### config.mk
export PLATFORM = sky130hd
export DESIGN_NAME = jpeg_idct_transpose_ctrl
export DESIGN_NICKNAME = d
export VERILOG_FILES = /design/src/rtl/jpeg_idct_transpose_ctrl.sv
export SDC_FILE = /design/constraint.sdc
export NUM_CORES = 1
export LEC_CHECK = 0
export CORE_MARGIN = 5
export CORE_UTILIZATION = 50
export CTS_CLUSTER_SIZE = 25
export DETAILED_ROUTE_END_ITERATION = 10
export PLACE_DENSITY_LB_ADDON = 0.25
export SLEW_MARGIN = 20
export SYNTH_ARGS = -nofsm -noshare
export SYNTH_HDL_FRONTEND = slang
export SYNTH_SLANG_ARGS = --single-unit
### constraint.sdc
create_clock -name clk_i -period 12.3 [get_ports clk_i]
set_input_delay 3.69 -clock clk_i [delete_from_list [all_inputs] [get_ports clk_i]]
set_output_delay 3.69 -clock clk_i [all_outputs]
set_load 0.02 [all_outputs]
### src/rtl/jpeg_idct_transpose_ctrl.sv
// Transpose sequencer: fills the 64x16 RAM row-major, then drains it column-major into a 2-entry skid FIFO.
// Latency: the first output is valid 2 cycles after DRAIN is entered (1 issue cycle, 1 RAM read cycle); afterwards 1 sample/cycle.
// Backpressure: reads are issued only while FIFO + in-flight slots stay below 2, so a stalled consumer never loses data.
module jpeg_idct_transpose_ctrl #(
    parameter int DATA_W = 16
) (
    input  logic              clk_i,
    input  logic              rst_i,
    input  logic              flush_i,
    input  logic              inport_valid_i,
    input  logic [DATA_W-1:0] inport_data_i,
    output logic              inport_accept_o,
    output logic              outport_valid_o,
    output logic [DATA_W-1:0] outport_data_o,
    output logic [5:0]        outport_idx_o,
    output logic              outport_last_o,
    input  logic              outport_accept_i,
    output logic [5:0]        ram_addr0_o,
    output logic [DATA_W-1:0] ram_data0_o,
    output logic              ram_wr0_o,
    output logic [5:0]        ram_addr1_o,
    output logic [DATA_W-1:0] ram_data1_o,
    output logic              ram_wr1_o,
    input  logic [DATA_W-1:0] ram_data1_i,
    output logic              busy_o
);

    typedef enum logic {ST_FILL = 1'b0, ST_DRAIN = 1'b1} state_t;

    state_t            state;
    state_t            state_nxt;

    logic [5:0]        wr_cnt;
    logic [6:0]        rd_iss;
    logic              inflight;
    logic [5:0]        inflight_idx;
    logic [5:0]        addr1_hold;

    logic [DATA_W-1:0] fifo_data [2];
    logic [5:0]        fifo_idx  [2];
    logic              fifo_last [2];
    logic              fifo_wr_ptr;
    logic              fifo_rd_ptr;
    logic [1:0]        fifo_cnt;

    logic              wr_fire;
    logic              pop;
    logic              push;
    logic              last_pop;
    logic              rd_issue;
    logic [2:0]        occ;
    logic [5:0]        rd_addr;

    // Datapath glue: write port, FIFO head presentation and read-issue decision.
    always_comb begin
        wr_fire         = inport_valid_i && inport_accept_o;
        ram_wr0_o       = wr_fire;
        ram_addr0_o     = wr_cnt;
        ram_data0_o     = inport_data_i;
        ram_data1_o     = '0;
        ram_wr1_o       = 1'b0;

        outport_valid_o = (fifo_cnt != 2'd0);
        outport_data_o  = outport_valid_o ? fifo_data[fifo_rd_ptr] : '0;
        outport_idx_o   = outport_valid_o ? fifo_idx[fifo_rd_ptr]  : 6'd0;
        outport_last_o  = outport_valid_o && fifo_last[fifo_rd_ptr];

        pop             = outport_valid_o && outport_accept_i;
        last_pop        = pop && outport_last_o;
        push            = inflight;

        // Slots committed after this edge: buffered + returning - leaving.
        occ             = {1'b0, fifo_cnt} + {2'b00, inflight} - {2'b00, pop};
        rd_addr         = {rd_iss[2:0], rd_iss[5:3]};
        rd_issue        = (state == ST_DRAIN) && !flush_i && !rd_iss[6] && (occ < 3'd2);
        ram_addr1_o     = rd_issue ? rd_addr : addr1_hold;

        busy_o          = (state == ST_DRAIN) || (wr_cnt != 6'd0);
    end

    // Phase state register.
    always_ff @(posedge clk_i or negedge rst_i) begin
        if (!rst_i) state <= ST_FILL;
        else        state <= state_nxt;
    end

    // Phase transitions and input handshake; flush overrides everything.
    always_comb begin
        state_nxt       = state;
        inport_accept_o = 1'b0;
        if (flush_i) begin
            state_nxt = ST_FILL;
        end else begin
            case (state)
                ST_FILL: begin
                    inport_accept_o = 1'b1;
                    if (inport_valid_i && (wr_cnt == 6'd63)) state_nxt = ST_DRAIN;
                end
                ST_DRAIN: begin
                    if (last_pop) state_nxt = ST_FILL;
                end
            endcase
        end
    end

    // Row-major write counter; wraps to 0 on the 64th write.
    always_ff @(posedge clk_i or negedge rst_i) begin
        if (!rst_i)       wr_cnt <= 6'd0;
        else if (flush_i) wr_cnt <= 6'd0;
        else if (wr_fire) wr_cnt <= wr_cnt + 6'd1;
    end

    // Read issue tracking; the address is held between issues.
    always_ff @(posedge clk_i or negedge rst_i) begin
        if (!rst_i) begin
            rd_iss       <= 7'd0;
            inflight     <= 1'b0;
            inflight_idx <= 6'd0;
            addr1_hold   <= 6'd0;
        end else if (flush_i) begin
            rd_iss       <= 7'd0;
            inflight     <= 1'b0;
        end else begin
            inflight <= rd_issue;
            if (rd_issue) begin
                rd_iss       <= rd_iss + 7'd1;
                inflight_idx <= rd_addr;
                addr1_hold   <= rd_addr;
            end
            if (last_pop) rd_iss <= 7'd0;
        end
    end

    // Skid FIFO pointers and occupancy; RAM data in flight at flush is dropped.
    always_ff @(posedge clk_i or negedge rst_i) begin
        if (!rst_i) begin
            fifo_wr_ptr <= 1'b0;
            fifo_rd_ptr <= 1'b0;
            fifo_cnt    <= 2'd0;
        end else if (flush_i) begin
            fifo_wr_ptr <= 1'b0;
            fifo_rd_ptr <= 1'b0;
            fifo_cnt    <= 2'd0;
        end else begin
            if (push) fifo_wr_ptr <= ~fifo_wr_ptr;
            if (pop)  fifo_rd_ptr <= ~fifo_rd_ptr;
            fifo_cnt <= fifo_cnt + {1'b0, push} - {1'b0, pop};
        end
    end

    // Skid FIFO storage; contents are only visible while the entry is valid.
    always_ff @(posedge clk_i) begin
        if (push && !flush_i) begin
            fifo_data[fifo_wr_ptr] <= ram_data1_i;
            fifo_idx[fifo_wr_ptr]  <= inflight_idx;
            fifo_last[fifo_wr_ptr] <= (inflight_idx == 6'd63);
        end
    end

endmodule

==> summary.txt <==
Run status
  • Status: finished, final reports clean

Setup path
  • Worst r2r src: fifo_cnt[0]
  • CP Capture Point: ram_addr1_o[3]
  • Startpoint Class: input pin
  • CP max FO: 19
  • CP endpoint kind: output port
  • Worst setup path class: in -> out
  • Critical Path RT: 8.61 ns
  • Arr. time, crit path: 7.32 ns
  • Register-to-register setup slack: between 9 and 10 ns
  • Critical R2R Capture: addr1_hold[3]
  • R2r worst-path depth: 8
  • CP Launch Point: outport_accept_i

Power and ir drop
  • Static leakage: 1.60 nW
  • Cell Pwr Density: 112 nW/um^2
  • Peak supply drop: between 0.06 and 0.07 mV
  • Final total power: 0.477 mW

Synthesis
  • Adder-cell share of the synthesized area: 1.96%
  • Post-Synth Simple-Gate Area: around a tenth
  • Mux cell area share after synthesis: 12.4%
  • Mapped Cells: 278
  • Top-area cell type share of the netlist area: between 30% and 40%
  • Ys Warns: 0
  • Main combinational cell family by area after synthesis: multiplexers
  • Synth Cell Area: 3570 sq um
  • Synth area leader: edfxtp_1
  • Synth Area in XOR/XNOR: 1.23%
  • Synthesized-area fraction occupied by ao, oa, aoi and oai cells: 4.34%
  • Synthesized flop and latch total: 77
  • Unique cell type count in the Yosys netlist: 35
  • Largest cells by area after synthesis: edfxtp_1, dfrtp_1, mux2i_1
  • Syn Area/Cell: approximately 13 sq um
  • Register area share after synthesis: 60.3%

Detailed routing
  • DRC Markers: 0
  • Initial DRC Count: about 70
  • Vias per cell: 5.11
  • DR vias: 2167
  • Drt total wl: 6260 microns
  • Post-DRT Antenna Nets: 0
  • WL/cell: 14.8 microns
  • Initial DRT Pass Iterations: 4

Final layout
  • Layout area overhead: 18.7%
  • Antenna cells: 0
  • Final Cell Area: 4240 sq um
  • Nets: 365
  • Share of layout cells above drive strength 1: 11.0%

STA
  • Slew HR: 38.6%
  • Final setup violating endpoints: 0
  • Least-Margin Pin Slew: between 0.9 and 1 ns
  • Slew Viols, Final: 0
  • Hold_ws: about 0.50 ns
  • Fin crit share: 89.5%
  • RSZ-0062 raised after global routing: false
  • Hold Violations, Final: 0
  • Fin crit period: 11.01 ns
  • Maximum clock frequency: 90.8 MHz
  • TNS Setup: 0 ns
  • Final Skew: 0.00679 ns

GRT
  • Vias in the first global route: 2149
  • Initial antenna violation count: 0
  • GRT Util Overall: 15.1%
  • First-pass GRT wire length: 10400 microns
  • Pin count of the biggest net entering global routing: 32
  • GRT overflow: 0

Placement
  • RD Place Congestion: 0.777
  • Number of I/O port buffers: 59
  • DP Wirelength: 4120 microns
  • Post-placement cell area: 4060 sq um

CTS
  • Clock-pin slew on the worst setup and hold paths: 0.07 ns
  • Clk sinks: a little under 80
  • Clock Latency Late Sink: 0.33 ns
  • CTS Buf Count: 9
  • Root Driver: clkbuf_8
  • CTS resizes: 0
  • CTS tree: done
  • Htree depth: 3
  • Clk buf depth: 2
  • Post-CTS Setup Bufs: 0
  • CTS Hold Bufs: 0

Floorplanning
  • Site Rows: 30
  • Core Box Area: 6870 sq um
  • Die W: 94.6 microns
  • Die H: 94.6 microns
  • Initial Utilization: between 50 and 60%
  • IO Count: 109
  • Die area: 8940 sq um

Min path
  • Worst hold path type: reg -> reg
  • Worst Min Path Start: inflight_idx[3]

Flow run
  • Max-Cap Viols: 0
area by class of cell:
class	instances	area, sq um
inverters	11	41.3
clock buffers	12	135
multi-input cells	162	1130
flip-flops and latches	77	2160
well taps	96	120
clock inverters	4	48.8
fillers	536	2630
repair buffers	62	613
how the worst min path moves through the flow:
stage / to / slack [ns] / cells after the start
floorplan: fifo_idx[0][5] / 0.46 / 0
detailed placement: fifo_idx[0][1] / 0.49 / 0
CTS: fifo_idx[0][1] / 0.50 / 0
global placement: fifo_idx[1][1] / 0.47 / 0
global route: fifo_idx[0][3] / 0.53 / 0
finish: fifo_idx[1][3] / 0.50 / 0
kinds of logic after synthesis:
kind of cell | Yosys count
multiplexers | 40
other | 1
buffers and inverters | 55
XOR/XNOR | 5
AND/OR/NAND/NOR | 66
flip-flops | 77
AO/OA/AOI/OAI | 29
adder cells (fa/ha/maj) | 5
critical path, stage by stage:
cell and delay (ns):
clkdlybuf4s50_1 0.44, nand3_1 0.14, o21ai_0 0.12, ha_1 0.21
fa_1 0.37, xnor2_1 0.73, or2_1 0.73, mux2_4 0.35
clkdlybuf4s50_1 0.54
cell usage in the layout (no fill, tap or decap), types with 2 or more instances in the layout:
cell type        synthesis  final
mux2_4                   6      6
edfxtp_1                46     46
nor2b_1                  6      6
ha_1                     4      4
clkdlybuf4s50_1          0     59
nand2_1                  3      3
mux2i_1                 25     25
a21oi_1                 10     10
xnor2_1                  4      4
nand4_1                  3      3
conb_1                   1     17
o21ai_0                 15     15
nand3_1                  4      4
or4_1                    4      4
nor2_1                  33     32
mux2_2                   9      9
inv_1                   11     11
clkbuf_1                 7      3
clkbuf_8                 0      9
clkinv_2                 0      2
o31ai_1                  3      3
or3_1                    5      5
dfrtp_1                 31     31
buf_4                   33      3
power by group:
| part | leakage, nW | switching [mW] | internal (mW) |
|---|---|---|---|
| registers | 0.882 | 0.00104 | 0.274 |
| clock network | 0.0943 | 0.0842 | 0.0937 |
| logic | 0.628 | 0.0136 | 0.0102 |
| total | 1.60 | 0.0988 | 0.378 |
Yosys cell counts:
library cell	instances
xor2_1	1
mux2_2	9
nand3_1	4
or3_1	5
nand4b_1	1
or4b_4	1
o21bai_1	1
mux2i_1	25
clkbuf_1	7
nand4_1	3
nand2_1	3
buf_2	1
a21oi_1	10
nor2_1	33
nor4_1	1
dfrtp_1	31
ha_1	4
or3b_2	1
buf_12	1
conb_1	1
nor2b_1	6
nor3b_1	1
o21ai_0	15
or2_1	1
o31ai_1	3
mux2_4	6
fa_1	1
and3b_1	1
nand3b_1	1
inv_1	11
xnor2_1	4
or4_1	4
buf_6	2
buf_4	33
edfxtp_1	46
per-stage QoR:
step	utilization, %	cells	setup WS, ns
2_1_floorplan	-	294	2.54
3_3_place_gp	59.0	408	1.39
3_5_place_dp	59.0	408	1.27
4_1_cts	61.7	424	1.25
5_1_grt	61.8	424	0.982
6_report	61.8	424	1.29
sequential cells by signal (all words and copies together) (netlist names):
register and flops:
rd_iss 7, fifo_idx 12, fifo_data 32, fifo_wr_ptr 1, ram_addr0_o 6, fifo_last 2, inflight_idx 6, addr1_hold 6
inflight 1, fifo_rd_ptr 1, state 1, fifo_cnt 2
metal layers:
layer | vias up | global-route usage [%] | wire [microns]
met5 | - | 0 | 0
met4 | 0 | 4.33 | 52
met3 | 6 | 5.42 | 466
met2 | 76 | 23.6 | 3060
met1 | 1069 | 20.0 | 2690
li1 | 1016 | - | -
(Power assumes the default switching activity.)
